## src/rtl/cpu_pkg.sv

```systemverilog
// Shared CPU-side types and register-file geometry used by the register file
// and by the debug dump engine that sweeps it.
package cpu_pkg;

    localparam int RF_ADDR_WIDTH = 5;
    localparam int RF_DATA_WIDTH = 32;

    typedef enum logic [1:0] {
        IDLE  = 2'd0,
        RUN   = 2'd1,
        DRAIN = 2'd2
    } dump_state_t;

endpackage

```

## src/rtl/reg_dump.sv

```systemverilog
// Sweeps every register-file index in ascending order through a one-entry
// valid/ready output register, then pulses done once the last word is taken.
//
// state | meaning
// IDLE  | waiting for start; ra parked at 0
// RUN   | ra = ptr; a word is loaded whenever the output slot is free or being taken
// DRAIN | last word loaded; waiting for it to be accepted
module reg_dump
    import cpu_pkg::*;
#(
    parameter int ADDR_WIDTH = RF_ADDR_WIDTH,
    parameter int DATA_WIDTH = RF_DATA_WIDTH
) (
    input  logic                  clk,
    input  logic                  rstn,
    input  logic                  start,
    input  logic                  abort,
    output logic [ADDR_WIDTH-1:0] ra,
    input  logic [DATA_WIDTH-1:0] rd,
    output logic                  out_valid,
    input  logic                  out_ready,
    output logic [ADDR_WIDTH-1:0] out_addr,
    output logic [DATA_WIDTH-1:0] out_data,
    output logic                  busy,
    output logic                  done
);

    localparam logic [ADDR_WIDTH-1:0] LAST_PTR = '1;

    dump_state_t           state_q, state_d;
    logic [ADDR_WIDTH-1:0] ptr_q, ptr_d;
    logic                  out_valid_q, out_valid_d;
    logic [ADDR_WIDTH-1:0] out_addr_q, out_addr_d;
    logic [DATA_WIDTH-1:0] out_data_q, out_data_d;
    logic                  done_q, done_d;
    logic                  load;

    // The slot may be refilled on the same edge its current word is taken.
    assign load = !out_valid_q || out_ready;

    always_comb begin
        state_d     = state_q;
        ptr_d       = ptr_q;
        out_valid_d = out_valid_q;
        out_addr_d  = out_addr_q;
        out_data_d  = out_data_q;
        done_d      = 1'b0;

        if (abort) begin
            state_d     = IDLE;
            ptr_d       = '0;
            out_valid_d = 1'b0;
        end else begin
            unique case (state_q)
                IDLE: begin
                    if (start) begin
                        state_d = RUN;
                        ptr_d   = '0;
                    end
                end
                RUN: begin
                    if (load) begin
                        out_data_d  = rd;
                        out_addr_d  = ptr_q;
                        out_valid_d = 1'b1;
                        if (ptr_q != LAST_PTR) begin
                            ptr_d = ptr_q + 1'b1;
                        end else begin
                            state_d = DRAIN;
                        end
                    end
                end
                DRAIN: begin
                    if (out_valid_q && out_ready) begin
                        out_valid_d = 1'b0;
                        done_d      = 1'b1;
                        ptr_d       = '0;
                        state_d     = IDLE;
                    end
                end
                default: begin
                    state_d = IDLE;
                end
            endcase
        end
    end

    always_ff @(posedge clk or negedge rstn) begin
        if (!rstn) begin
            state_q     <= IDLE;
            ptr_q       <= '0;
            out_valid_q <= 1'b0;
            out_addr_q  <= '0;
            out_data_q  <= '0;
            done_q      <= 1'b0;
        end else begin
            state_q     <= state_d;
            ptr_q       <= ptr_d;
            out_valid_q <= out_valid_d;
            out_addr_q  <= out_addr_d;
            out_data_q  <= out_data_d;
            done_q      <= done_d;
        end
    end

    assign ra        = (state_q == RUN) ? ptr_q : '0;
    assign out_valid = out_valid_q;
    assign out_addr  = out_addr_q;
    assign out_data  = out_data_q;
    assign busy      = (state_q != IDLE);
    assign done      = done_q;

endmodule

```

## config.mk

```make
export PLATFORM = sky130hd
export DESIGN_NAME = reg_dump
export DESIGN_NICKNAME = d
export VERILOG_FILES = /design/src/rtl/cpu_pkg.sv /design/src/rtl/reg_dump.sv
export SDC_FILE = /design/constraint.sdc
export NUM_CORES = 1
export LEC_CHECK = 0
export BUFFER_PORTS_ARGS = -buffer_cell sky130_fd_sc_hd__buf_4
export CORE_MARGIN = 2
export CORE_UTILIZATION = 35
export DETAILED_ROUTE_END_ITERATION = 10
export HOLD_SLACK_MARGIN = 0.1
export PLACE_DENSITY = 0.66
export SLEW_MARGIN = 30
export SYNTH_ARGS = -nofsm -noshare
export SYNTH_HDL_FRONTEND = slang
export SYNTH_SLANG_ARGS = --single-unit
export TNS_END_PERCENT = 50
```

## constraint.sdc

```tcl
create_clock -name clk -period 4.2 [get_ports clk]
set_input_delay 0.42 -clock clk [delete_from_list [all_inputs] [get_ports clk]]
set_output_delay 0.42 -clock clk [all_outputs]
set_load 0.01 [all_outputs]
```

==> After elaboration in Yosys (flattened, before gate mapping) <==
Index checks and enable logic that the tools add are counted.
{ "word_totals": {"register_bits": 46, "latch_bits": 0, "mem_bits_rw": 0, "romBits": 0, "input_bits": 37, "out_inout_bits": 45, "wordCells": 47, "n_memories": 0} }
{ "op_classes": {"addsub": 1, "multipliers": 0, "n_div": 0, "magnitude_cmp": 0, "n_eq_ne": 8, "shift": 0, "mux": 20, "bitwise": 1, "n_reduce_logical": 11} }
{ "ops": {"columns": ["cell", "count"], "rows": [
  ["5-bit two-way mux", 6],
  ["3-bit inequality test, second input constant", 5],
  ["5-bit one-hot mux with 3 select lines", 1],
  ["2-bit two-way mux", 5],
  ["1-bit two-way mux", 6],
  ["2-bit one-hot mux with 3 select lines", 1],
  ["3-bit AND reduction", 2],
  ["5-bit by 1-bit adder with 5-bit output, second input constant", 1],
  ["5-bit inequality test, second input constant", 1],
  ["5-bit AND reduction", 1],
  ["4-bit AND reduction", 1],
  ["4-bit nonzero test", 1],
  ["3-bit nonzero test", 1],
  ["2-bit by 1-bit equality test with 1-bit output, second input constant", 1],
  ["2-bit equality test, second input constant", 1],
  ["2-bit logical NOT", 1],
  ["1-bit one-hot mux with 2 select lines", 1],
  ["2-bit nonzero test", 1],
  ["1-bit logical AND", 1],
  ["1-bit logical NOT", 1],
  ["1-bit logical OR", 1],
  ["1-bit NOT", 1]
]} }

==> Logic depth before layout (Yosys ltp) <==
Gate-level depths: netlist of the first run.
{ "depth": {"depth_word": 5, "ltp_mapped": 8, "ltp_nobuf": 7} }

==> Worst setup path before layout of the first run <==
OpenSTA, ideal clock, no wires.
{ "synth_path": {"path_kind": "flip-flop to flip-flop", "start": "register state_q[1]", "end": "register out_addr_q[0], in the netlist out_addr[0]", "t_arrival_ns": 1.615, "path_slack_ns": 2.460, "path_stages_with_launch": 9, "path_buffers": 3, "path_cell_list": "dfrtp_1 > inv_1 > ha_1 > buf_6 > nor2b_4 > and2_4 > buf_6 > buf_6 > mux2_4"} }
{ "synth_via": {"elab_chain_len": 2} }
{ "synth_lines": {"columns": ["item", "line", "rtl"], "rows": [
  ["start: declaration", "reg_dump.sv:30", "dump_state_t state_q, state_d;"],
  ["start signal: assignment", "reg_dump.sv:97", "state_q <= state_d;"],
  ["2-bit by 1-bit equality test with 1-bit output", "reg_dump.sv:54", "unique case (state_q)"],
  ["3-bit AND reduction (no line)", null, null],
  ["end signal: assignment", "reg_dump.sv:100", "out_addr_q <= out_addr_d;"],
  ["end: declaration", "reg_dump.sv:33", "logic [ADDR_WIDTH-1:0] out_addr_q, out_addr_d;"]
]} }
Every way passes these cells.
A chain may end at the register's enable or synchronous reset.

==> Worst setup path in the final report of the first run <==
{ "layout_path": {"start": "register state_q[1]", "end": "register out_data_q[9], in the netlist out_data[9]"} }
{ "layout_via": {"elab_chain_len": 2} }
{ "layout_lines": {"columns": ["item", "line", "rtl"], "rows": [
  ["2-bit by 1-bit equality test with 1-bit output", "reg_dump.sv:54", null],
  ["3-bit AND reduction (no line)", null, null],
  ["end signal: assignment", "reg_dump.sv:101", "out_data_q <= out_data_d;"],
  ["end: declaration", "reg_dump.sv:34", "logic [DATA_WIDTH-1:0] out_data_q, out_data_d;"]
]} }
Every way passes these cells.

==> results of run 1 <==
Yosys cell counts (all sizes together):
master   count  area [µm²]
a21oi        3       18.77
and2         6       46.30
mux2        38       540.5
and4b        1       10.01
a31oi        1       6.260
a22o         4       40.04
and3         3       23.77
ha           6       75.07
a41oi        1       8.760
o221ai       2       17.52
nand2b       3       18.77
o211a        1       10.01
o2bb2ai      1       8.760
nor2b        3       26.27
nor2         1       3.750
o21bai       2       15.01
a211o        1       8.760
dfrtp       46        1151
nand2        1       3.750
o21ai        2       10.01
or2b         1       7.510
buf          6       61.30
inv          3       11.26
flip-flops by register name (all words and copies together) (netlist names):
name       count
out_data      32
done           1
out_addr       5
state_q        2
ptr_q          5
out_valid      1
power by group through the flow:
stage	sequential [mW]	clock [mW]	combinational (mW)
final	0.716	0.329	0.777
after floorplan	0.791	0	0.376
after global routing	0.737	0.362	0.836
after CTS	0.717	0.344	0.790
after global placement	0.719	0	0.776
after detailed placement	0.724	0	0.786
kinds of logic after synthesis:
logic type      Yosys count  share of synthesized area (%)
mux                      38                          25.46
simple gates             19                          6.600
compound gates           18                          6.777
fa+ha+maj                 6                          3.536
buf+inv                   9                          3.417
flops                    46                          54.21
per-stage QoR:
stage / hold slack, ns / setup slack (ns) / instances / instance area, µm²
after detailed placement: 0.4604 / 1.985 / 286 / 2764
final: 0.1211 / 2.003 / 294 / 2877
after floorplan: 0.1244 / 2.460 / 136 / 2123
after global routing: 0.1577 / 1.836 / 294 / 2877
after global placement: 0.4674 / 2.059 / 286 / 2764
after CTS: 0.1323 / 1.970 / 294 / 2877
final timing paths:
check,from,to,slack [ns],cells past startpoint
worst max-delay path,state_q[1],out_data[9],2.00,5
max in group asynchronous,rstn,ptr_q[2],3.69,1
min in group clk,rd[2],out_data[2],0.35,2
worst min register to register,out_data[11],out_data[11],0.52,1
worst min-delay path,rstn,out_data[19],0.12,1
worst max register to register,state_q[1],out_data[9],2.00,5
layout by cell type, fill, tap and decap left out, types with 2 or more instances in the layout:
master	instances
inv_1	3
mux2_2	8
mux2_4	30
clkbuf_8	5
o21bai_1	2
o21ai_0	2
and2_2	5
nand2b_1	3
ha_1	6
dfrtp_1	46
and3_1	2
nor2b_1	2
a22o_2	4
buf_4	81
a21oi_1	2
o221ai_1	2
area by class of cell:
| class | count | share of cell area (%) |
|---|---|---|
| Clock buffer | 5 | 2.392 |
| Clock inverter | 3 | 1.522 |
| Inverter | 3 | 0.3915 |
| Multi-Input combinational cell | 81 | 31.27 |
| Sequential cell | 46 | 40.02 |
| Tap cell | 75 | 3.262 |
| Timing Repair Buffer | 81 | 21.14 |
metal layers:
metal / part of all wire (%) / routed length (µm)
met1: 48 / 2080
met5: 0 / 0
met4: 0.83 / 36
met2: 42 / 1834
met3: 8.6 / 374
==> results by group, run 1 <==
Power
  – Psw: around 0.54 mW
  – Internal power: about 1.3 mW
  – Sequential power share: 39.3%
  – Combinational power share: 42.7%
  – Peak supply drop: ~270 µV
  – Sw frac: 29.88%
  – Total Power: between 1.5 and 2 mW
  – Clock Power Share: between 10% and 20%
  – Lkg Pwr: between 1 and 1.5 nW
  – Power Density: approximately 630 nW/µm²

Route
  – Total wire length: 4325 µm
  – Via Count: ~1400
  – DRT Pass-1 Iters: 4
  – Routed len/inst: approximately 15 µm
  – Vias per std cell: around 4.7
  – DRC viols: 0
  – 1st-iter DRT viols: 36
  – Routed Antenna Nets: 0

CTS
  – Clk_lat worst skew: roughly 0.29 ns
  – # H-tree levels: 2
  – # hold bufs at CTS: 0
  – Clk sinks: between 40 and 50
  – Bufs on Longest Clock Path: 2
  – CTS Root Cell: clkbuf_8
  – Clock-pin transition on the worst setup and hold timing paths: about 0.090 ns
  – Number of buffers created by CTS: 5
  – CTS tree: built
  – CTS resizes: 0
  – Post-CTS setup buffer count: 0

Worst setup path
  – Cell Chain, Critical Path: inv_1 -> ha_1 -> nor2b_4 -> and2_4 -> mux2_2
  – CP max stage cell: and2_4
  – Worst path arrival time: between 2 and 2.5 ns
  – Critical path launch point type: flip-flop
  – Crit path max-delay family: simple AND/OR/NAND/NOR gates
  – Crit path max fanout: 37
  – Crit-path max cell delay: 0.58 ns
  – Critical path class: flip-flop to flip-flop
  – Required @ worst endpoint: around 4.4 ns
  – Worst path bufs/invs: 1
  – CP endpoint kind: flip-flop

GRT
  – Met2 Use GR: a little under a fifth
  – Initial antenna violation count: 0
  – Number of global-route vias before repair: roughly 1300
  – Overflow after GRT: 0
  – Total GRT Usage: between 10% and 20%
  – Largest net degree at the start of global routing: between 40 and 50
  – Met1 track utilization from global routing: between 15 and 20%
  – Global-route met3 utilization: roughly 4.4%
  – Busiest grt layer: met1
  – Global-route wire length before repair: roughly 6700 µm

Cells and area
  – Filler instances: around 540
  – Synthesis-to-layout area growth: 35.47%
  – Multi-input logic area: roughly 900 µm²
  – # diodes: 0
  – Register Area: between 1000 and 1500 µm²
  – Post-layout util: approximately half
  – Layout Nets: ~260
  – Share of layout cells above drive strength 1: a little under two thirds

Job
  – Max-capacitance violation count: 0

Synth
  – Netlist cell types: 29
  – Sequential area share after synthesis: a little over half
  – YS warnings: 0
  – Mapped Cells: between 100 and 150
  – Netlist Area Pre-Place: about 2100 µm²
  – Mapped Nets: roughly 180
  – Seq cells post-synth: 46
  – Mapped Avg Cell Area: between 15 and 20 µm²

Floorplanning
  – Die area: ~6700 µm²
  – I/O pin count: 82
  – Initial Util: between 30% and 40%
  – Die H: between 80 and 90 µm
  – Die Width: a little over 80 µm
  – Site Rows: 28
  – Core Area: 5886 µm²

STA
  – Fmax: 0.4551 GHz
  – Pins Over Slew Limit: 0
  – Min Tclk post-route: 2.197 ns
  – Slew margin rel.: between 50% and 60%
  – Final setup violating endpoints: 0
  – Hold Vio Cnt, Final: 0
  – Final period util: a little over half
  – Worst slew pin tran: approximately 0.67 ns
  – Total Neg Setup Slack: 0 ns
  – RSZ-0062 raised after global routing: false
  – Final Skew: 0.004883 ns

Min path
  – HP Class: primary input to async pin

Status
  – Status: complete, no violations

Place
  – RePlAce Congestion: 0.7444
  – Detail Placement HPWL: between 3000 and 4000 µm
  – I/O Buffers: 81
Note: power is estimated with default switching activity, not from simulation.
==> run 2: changes to the inputs <==
- clock period: 4.2 -> 2.2 ns (I/O delays scaled with it)
==> results by group, run 2 (same netlist as run 1, synthesis figures left out) <==
Place
  – Detail Placement HPWL: 3190 µm (+3.2%)
  – RePlAce Congestion: 0.7897 (+6.1%)
  – I/O Buffers: 81 (unchanged)

CTS
  – CTS resizes: 0 (unchanged)
  – CTS tree: built
  – Clock-pin transition on the worst setup and hold timing paths: 0.09 ns (about the same)
  – # H-tree levels: 2 (unchanged)
  – Clk_lat worst skew: 0.29 ns (about the same)
  – Post-CTS setup buffer count: 0 (unchanged)
  – Clk sinks: 46 (unchanged)
  – Number of buffers created by CTS: 5 (unchanged)
  – Bufs on Longest Clock Path: 2 (unchanged)
  – CTS Root Cell: clkbuf_8

Route
  – DRT Pass-1 Iters: 4 (unchanged)
  – Total wire length: 4333 µm (+0.18%)
  – 1st-iter DRT viols: 32 (-11%)
  – Routed Antenna Nets: 0 (unchanged)
  – Via Count: 1383 (+0.14%)
  – Vias per std cell: 4.625 (-1.5%)
  – Routed len/inst: 14.49 µm (-1.5%)
  – DRC viols: 0 (unchanged)

Floorplanning
  – I/O pin count: 82 (unchanged)
  – Core Area: 5886 µm² (unchanged)
  – Initial Util: 36.08% (unchanged)
  – Die H: 81.89 µm (unchanged)
  – Die Width: 81.89 µm (unchanged)
  – Site Rows: 28 (unchanged)
  – Die area: 6705 µm² (unchanged)

Cells and area
  – Most frequent cells in the layout: buf_4, dfrtp_1, mux2_4
  – # diodes: 0 (unchanged)
  – Synthesis-to-layout area growth: 37.95%
  – Filler instances: 520 (-3.2%)
  – Share of layout cells above drive strength 1: 64.29% (+0.36 points)
  – Max FFs per register: 32 (unchanged)
  – Most common cell after layout, fill and taps aside: buf_4
  – Multi-input logic area: 899.6 µm² (unchanged)
  – Register Area: 1151 µm² (unchanged)
  – Layout Nets: 266 (+1.9%)
  – Post-layout util: 49.77% (+0.89 points)

Power
  – Internal power: 2.469 mW (+93%)
  – Power Density: 1201 nW/µm² (+90%)
  – Combinational power share: 43.4% (+0.7 points)
  – Peak supply drop: 525.6 µV (+91%)
  – Sequential power share: 38.7% (-0.6 points)
  – Sw frac: 29.79% (-0.087 points)
  – Lkg Pwr: 1.470 nW (+2.0%)
  – Clock Power Share: 17.9% (-0.2 points)
  – Psw: 1.048 mW (+92%)

STA
  – Fmax: 0.5098 GHz (+12%)
  – Total Neg Setup Slack: 0 ns (unchanged)
  – RSZ-0062 raised after global routing: false
  – Final Skew: 0.002477 ns (-0.002406 ns)
  – Slew margin rel.: 61.84% (+6.6 points)
  – Final period util: 89.17% (+37 points)
  – Final setup violating endpoints: 0 (unchanged)
  – Pins Over Slew Limit: 0 (unchanged)
  – Hold Vio Cnt, Final: 0 (unchanged)
  – Min Tclk post-route: 1.962 ns (-0.2357 ns)
  – Worst slew pin tran: 0.5724 ns (-0.09940 ns)

GRT
  – Global-route wire length before repair: 6610 µm (-1.2%)
  – Initial antenna violation count: 0 (unchanged)
  – Total GRT Usage: 12.84% (-0.28 points)
  – Largest net degree at the start of global routing: 47 (unchanged)
  – Number of global-route vias before repair: 1393 (+3.6%)
  – Overflow after GRT: 0 (unchanged)

Min path
  – HP Class: primary input to flip-flop
  – HP Start: rd[1]

Worst setup path
  – CP most frequent cell: ha_1
  – Cell Chain, Critical Path: ha_1 -> and3_1 -> ha_1 -> nand2_1 -> o211a_1 -> o21ai_0 -> mux2_2
  – Crit path max fanout: 5 (-86%)
  – CP Launch Point: ptr_q[0]
  – Critical path class: flip-flop to flip-flop
  – Critical path launch point type: flip-flop
  – Worst path arrival time: 2.14 ns (-0.25 ns)
  – CP endpoint kind: flip-flop
  – Crit-path max cell delay: 0.44 ns (-0.14 ns)
  – CP max stage cell: dfrtp_1
  – Reg2Reg Setup Slack: 0.24 ns (-1.76 ns)
  – Worst r2r src: ptr_q[0]
  – Required @ worst endpoint: 2.38 ns (-2.01 ns)

Job
  – Max-capacitance violation count: 0 (unchanged)

Status
  – Status: complete, no violations
-- run 2: changes by cell type in the layout (fill, tap and decap cells not counted) --
cell and delta:
buf_4 +3, buf_12 +1, dlygate4sd3_1 +1
-- run 2: through the flow --
stage / setup slack, ns / cells / hold slack (ns) / total power [mW] / area [µm²]
2_1_floorplan: 0.4599 / 136 / -0.07559 / 2.228 / 2123
5_1_grt: 0.09131 / 299 / 0.1301 / 3.741 / 2929
3_5_place_dp: 0.2253 / 290 / 0.2689 / 2.921 / 2806
4_1_cts: 0.2088 / 299 / 0.1357 / 3.568 / 2929
3_3_place_gp: 0.2695 / 290 / 0.2644 / 2.889 / 2806
6_report: 0.2383 / 299 / 0.1519 / 3.516 / 2929
-- run 2: final cells by class --
| type | instances | share of cell area [%] |
|---|---|---|
| Clock buffer | 5 | 2.349 |
| Clock inverter | 3 | 1.495 |
| Inverter | 3 | 0.3845 |
| Multi-Input combinational cell | 81 | 30.71 |
| Sequential cell | 46 | 39.30 |
| Tap cell | 75 | 3.204 |
| Timing Repair Buffer | 86 | 22.55 |
-- run 2: power groups by stage --
stage	Sequential (mW)	Clock, mW	Combinational, mW
floorplan	1.51	0	0.718
global placement	1.38	0	1.50
detailed placement	1.38	0	1.54
CTS	1.37	0.650	1.55
global route	1.40	0.692	1.65
finish	1.36	0.631	1.52
-- run 2: final timing paths --
kind	endpoint	depth (start not counted)
max	ptr_q[0]	7
min	out_data[1]	2
max reg2reg	ptr_q[0]	7
min reg2reg	out_data[9]	1
max in group asynchronous	out_data[31]	2
min in group asynchronous	out_data[11]	2
-- run 2: timing repair --
| action | 4_1_cts | 5_1_grt |
|---|---|---|
| endpoints found under the hold margin | 46 | 0 |
| endpoints found under the setup margin | 0 | 0 |
| hold buffers | 1 | 0 |
-- run 2: critical path, delay by kind of cell (launching register included) --
family,cells,cell delay [ns]
compound gates,2,0.39
fa+ha+maj,2,0.46
flops,1,0.44
mux,1,0.31
simple gates,2,0.26
-- run 2: per-layer routing --
layer / track usage (%) / part of all wire [%] / vias to the layer above
met1: 17.28 / 47 / 668
met4: 3.000 / 0.23 / 0
met2: 20.57 / 45 / 55
met3: 3.516 / 8.0 / 2
met5: 0 / 0 / -
li1: - / - / 658
